File: config.mk
export PLATFORM = sky130hd
export DESIGN_NAME = fifo_prog
export DESIGN_NICKNAME = d
export VERILOG_FILES = /design/src/rtl/fifo_pkg.sv /design/src/rtl/fifo_mem.sv /design/src/rtl/fifo_prog.sv
export SDC_FILE = /design/constraint.sdc
export NUM_CORES = 1
export LEC_CHECK = 0
export ABC_AREA = 1
export CAP_MARGIN = 0
export CORE_MARGIN = 10
export CORE_UTILIZATION = 50
export DETAILED_ROUTE_END_ITERATION = 10
export GPL_ROUTABILITY_DRIVEN = 0
export GPL_TIMING_DRIVEN = 1
export PLACE_DENSITY = 0.7
export SYNTH_ARGS = -nofsm -noshare
export SYNTH_HDL_FRONTEND = slang
export SYNTH_SLANG_ARGS = --single-unit
File: constraint.sdc
create_clock -name clk -period 4.3 [get_ports clk]
set_input_delay 0.645 -clock clk [delete_from_list [all_inputs] [get_ports clk]]
set_output_delay 0.645 -clock clk [all_outputs]
set_load 0.01 [all_outputs]
File: src/rtl/fifo_pkg.sv
// Shared types and helpers for the programmable FIFO.
package fifo_pkg;

    function automatic int cnt_w(input int depth);
        return $clog2(depth) + 1;
    endfunction

    typedef struct packed {
        logic full;
        logic empty;
        logic almostfull;
        logic almostempty;
        logic wr_ack;
        logic overflow;
        logic underflow;
    } fifo_status_t;

endpackage

File: src/rtl/fifo_mem.sv
// Simple dual-port RAM: synchronous write, asynchronous read, no reset.
module fifo_mem #(
    parameter int FIFO_WIDTH = 16,
    parameter int FIFO_DEPTH = 8
) (
    input  logic                          clk,
    input  logic                          we,
    input  logic [$clog2(FIFO_DEPTH)-1:0] waddr,
    input  logic [FIFO_WIDTH-1:0]         wdata,
    input  logic [$clog2(FIFO_DEPTH)-1:0] raddr,
    output logic [FIFO_WIDTH-1:0]         rdata
);

    logic [FIFO_WIDTH-1:0] mem [FIFO_DEPTH];

    always_ff @(posedge clk) begin
        if (we) mem[waddr] <= wdata;
    end

    assign rdata = mem[raddr];

endmodule

File: src/rtl/fifo_prog.sv
// Parametrised synchronous FIFO with programmable almost flags.
// Define FIFO_FWFT_EN for first-word-fall-through reads.
module fifo_prog
    import fifo_pkg::*;
#(
    parameter  int FIFO_WIDTH = 16,
    parameter  int FIFO_DEPTH = 8,
    localparam int CNT_W      = cnt_w(FIFO_DEPTH)
) (
    input  logic                  clk,
    input  logic                  rst,
    input  logic                  flush,
    input  logic [FIFO_WIDTH-1:0] data_in,
    input  logic                  wr_en,
    input  logic                  rd_en,
    input  logic [CNT_W-1:0]      af_thresh,
    input  logic [CNT_W-1:0]      ae_thresh,
    output logic [FIFO_WIDTH-1:0] data_out,
    output logic                  rd_valid,
    output logic                  wr_ack,
    output logic                  overflow,
    output logic                  underflow,
    output logic                  full,
    output logic                  empty,
    output logic                  almostfull,
    output logic                  almostempty,
    output logic [CNT_W-1:0]      count
);

    localparam int AW = $clog2(FIFO_DEPTH);
    localparam logic [CNT_W-1:0] DEPTH_C = CNT_W'(FIFO_DEPTH);

    logic [AW-1:0]         wr_ptr;
    logic [AW-1:0]         rd_ptr;
    logic [CNT_W-1:0]      cnt;
    logic                  wr_acc;
    logic                  rd_acc;
    logic [FIFO_WIDTH-1:0] mem_rdata;

    assign full        = (cnt == DEPTH_C);
    assign empty       = (cnt == '0);
    assign almostfull  = (cnt >= af_thresh);
    assign almostempty = (cnt <= ae_thresh);
    assign count       = cnt;

    // flush masks both requests so nothing is acknowledged that cycle
    assign wr_acc = wr_en && !full && !flush;
    assign rd_acc = rd_en && !empty && !flush;

    fifo_mem #(
        .FIFO_WIDTH(FIFO_WIDTH),
        .FIFO_DEPTH(FIFO_DEPTH)
    ) u_mem (
        .clk  (clk),
        .we   (wr_acc),
        .waddr(wr_ptr),
        .wdata(data_in),
        .raddr(rd_ptr),
        .rdata(mem_rdata)
    );

    always_ff @(posedge clk or posedge rst) begin
        if (rst) begin
            wr_ptr <= '0;
            rd_ptr <= '0;
            cnt    <= '0;
        end else if (flush) begin
            wr_ptr <= '0;
            rd_ptr <= '0;
            cnt    <= '0;
        end else begin
            if (wr_acc) wr_ptr <= wr_ptr + AW'(1);
            if (rd_acc) rd_ptr <= rd_ptr + AW'(1);
            if (wr_acc && !rd_acc) cnt <= cnt + CNT_W'(1);
            else if (rd_acc && !wr_acc) cnt <= cnt - CNT_W'(1);
        end
    end

    always_ff @(posedge clk or posedge rst) begin
        if (rst) begin
            wr_ack    <= 1'b0;
            overflow  <= 1'b0;
            underflow <= 1'b0;
        end else begin
            wr_ack    <= wr_acc;
            overflow  <= wr_en && full && !flush;
            underflow <= rd_en && empty && !flush;
        end
    end

`ifdef FIFO_FWFT_EN
    assign data_out = mem_rdata;
    assign rd_valid = !empty;
`else
    logic [FIFO_WIDTH-1:0] data_q;
    logic                  rd_valid_q;

    always_ff @(posedge clk or posedge rst) begin
        if (rst) begin
            data_q     <= '0;
            rd_valid_q <= 1'b0;
        end else begin
            rd_valid_q <= rd_acc;
            if (rd_acc) data_q <= mem_rdata;
        end
    end

    assign data_out = data_q;
    assign rd_valid = rd_valid_q;
`endif

endmodule

==> impl_metrics.env <==
export IMPL_ant_nets=0
export IMPL_coreArea_sq_um=12700
export IMPL_finalSetupViolCount=0
export IMPL_synth_most_common_cell="edfxtp_1"
export IMPL_cts_root_buf="clkbuf_16"
export IMPL_status="finished, final reports clean"
export IMPL_hpwl_um=8610
export IMPL_num_rows=41
export IMPL_worst_ep_required_time_ns=3.65
export IMPL_ys_top_cells_by_area="edfxtp_1, dfrtp_1, nor2_1"
export IMPL_drc=0
export IMPL_cp_startpoint="ae_thresh[1]"
export IMPL_antennaDiodeCount=0
export IMPL_ys_warn_count=0
export IMPL_worst_setup_path_start_kind="input pin"
export IMPL_finalCritPeriodShare_pct=69.1
export IMPL_start_util_pct=51.5
export IMPL_dieArea_sq_um=18000
export IMPL_fmax_mhz=337
export IMPL_dr_pass1_iters=5
export IMPL_p_leak_nw=2.88
export IMPL_synth_area_sq_um=6520
export IMPL_powerDensity_nw_per_um2=563
export IMPL_dp_cells=756
export IMPL_port_buffers=56
export IMPL_arrival_ns=2.33
export IMPL_antenna_found_initial=0
export IMPL_grt_pass1_wl_um=22400
export IMPL_numCtsBuffers=17
export IMPL_skew_ns=0.00778
export IMPL_synth_edf_count=128
export IMPL_syn2layout_area_growth_pct=19.7
export IMPL_synth_top_area_cell="edfxtp_1"
export IMPL_synth_top_cell_area_share_pct=59.0
export IMPL_maxCapViolations=0
export IMPL_die_h_um=134
export IMPL_r2r_start="rd_ptr[2]"
export IMPL_yosysSeqAreaShare_pct=70.5
export IMPL_synth_seq_cells=158
export IMPL_multi_input_area_sq_um=1700
export IMPL_finalWirelength_um=14100
export IMPL_synth_ff_type="edfxtp_1"
export IMPL_clock_path_buffers=2
export IMPL_critPathKind="input pin to output port"
export IMPL_postSynth_asyncResetShare_pct=19.0
export IMPL_ys_types=28
export IMPL_hold_viol=0
export IMPL_ioPinCount=57
export IMPL_vdd_ir_drop_max_mv=0.305
export IMPL_rsz0062_at_grt="false"
export IMPL_ys_top_cells_by_count="edfxtp_1, nor2_1, o21ai_0"
export IMPL_fin_cells=788
export IMPL_seq_area_sq_um=4590
export IMPL_wl_per_cell_um=17.9
export IMPL_drt_iter0_drc=467
export IMPL_synth_fp_nets=584
export IMPL_cts_repair_resized=0
export IMPL_clk_pin_slew_ns=0.06
export IMPL_grt_usage_pct=16.0
export IMPL_period_minus_slack_ns=2.97
export IMPL_worst_slew_pin_slew_ns=1.14
export IMPL_grt_overflow_total=0
export IMPL_end_kind="output port"
export IMPL_dr_total_vias=4355
export IMPL_clock_sinks=158
export IMPL_grt_max_degree=67
export IMPL_hold_path_class="flip-flop to flip-flop"
export IMPL_slew_headroom_pct=23.8
export IMPL_nets=645
export IMPL_tritoncts="done"
export IMPL_die_x_um=134
export IMPL_slew_viol_final=0
export IMPL_crit_fanout=2
export IMPL_drive_above_1_share_pct=9.90
export IMPL_fillCellCount=1007
export IMPL_hold_buffers=0
export IMPL_avgSynthCellArea_sq_um=12.0
export IMPL_hp_start="data_out[0]"
export IMPL_htree_levels=4
export IMPL_clk_latency_ns=0.43
export IMPL_via_per_inst=5.53
export IMPL_setup_tns_ns=0
export IMPL_postCtsSetupBuffers=0
export IMPL_first_global_vias=4299
export IMPL_synth_cells=542
==> where the power goes <==
group          internal (mW)  switching [mW]
Combinational          0.465           0.674
Sequential              1.79          0.0873
Clock                  0.754           0.631
==> layout by cell type, fill, tap and decap left out, drive strengths merged, types with 5 or more instances in the layout <==
cell	Yosys	final
o211ai	33	33
clkinv	1	5
a21oi	8	8
nand2	66	66
ha	12	12
clkbuf	7	17
buf	20	13
nand3	24	24
inv	23	31
clkdlybuf4s50	0	56
dfrtp	30	30
edfxtp	128	128
o21ai	75	75
nor2	111	111
==> stage by stage <==
step / setup slack [ns] / instance area [sq um] / total power, mW / hold slack [ns] / utilization [%]
final: 1.33 / 7810 / 4.40 / 0.479 / 61.6
after global routing: 1.21 / 7810 / 4.63 / 0.498 / 61.6
after CTS: 1.30 / 7810 / 4.44 / 0.482 / 61.6
after detailed placement: 1.30 / 7250 / 3.05 / 0.465 / 57.3
after global placement: 1.36 / 7250 / 3.01 / 0.463 / 57.3
after floorplan: 2.01 / 6520 / 2.60 / 0.515 / -
==> cell type report <==
class | instances | area share (%)
Timing Repair Buffer | 69 | 8.43
Clock buffer | 17 | 5.45
Sequential cell | 158 | 58.8
Clock inverter | 15 | 1.63
Multi-Input combinational cell | 333 | 21.7
Tap cell | 172 | 2.76
Inverter | 24 | 1.15
==> layer usage <==
layer	GRT usage, %	part of all wire, %
met4	6.53	1.8
met2	25.7	48
met3	4.67	7.4
met5	0	0
met1	19.9	42
==> registers in the layout, indices dropped and copies added, names as in the netlist <==
register / flops
wr_ptr: 3
count: 4
rd_ptr: 3
data_out: 16
underflow: 1
rd_valid: 1
overflow: 1
wr_ack: 1
u_mem.mem: 128
==> path summary, 6_finish.rpt <==
kind	cells after the start	end	slack (ns)
hold / removal	2	data_out[0]	0.48
hold reg to reg	2	data_out[0]	0.48
max in group asynchronous	2	data_out[10]	2.78
setup / recovery	7	almostempty	1.33
setup reg to reg	4	data_out[5]	1.91
min in group asynchronous	2	data_out[2]	0.82
==> critical path, cell delays in order <==
cell and delay (ns):
clkdlybuf4s50_1 0.46, inv_1 0.04, ha_1 0.30, a21oi_1 0.16
o21ai_0 0.09, o21ai_0 0.08, clkdlybuf4s50_1 0.56
==> kinds of logic (layout without fill, tap and decap cells) <==
| kind of cell | count (synthesis) | after routing | synth area share [%] |
|---|---|---|---|
| AND/OR/NAND/NOR | 203 | 203 | 12.9 |
| flip-flops | 158 | 158 | 70.5 |
| AO/OA/AOI/OAI | 116 | 116 | 10.3 |
| buffers and inverters | 51 | 125 | 3.51 |
| adder cells (fa/ha/maj) | 13 | 13 | 2.61 |
| XOR/XNOR | 1 | 1 | 0.134 |
(Power assumes the default switching activity.)
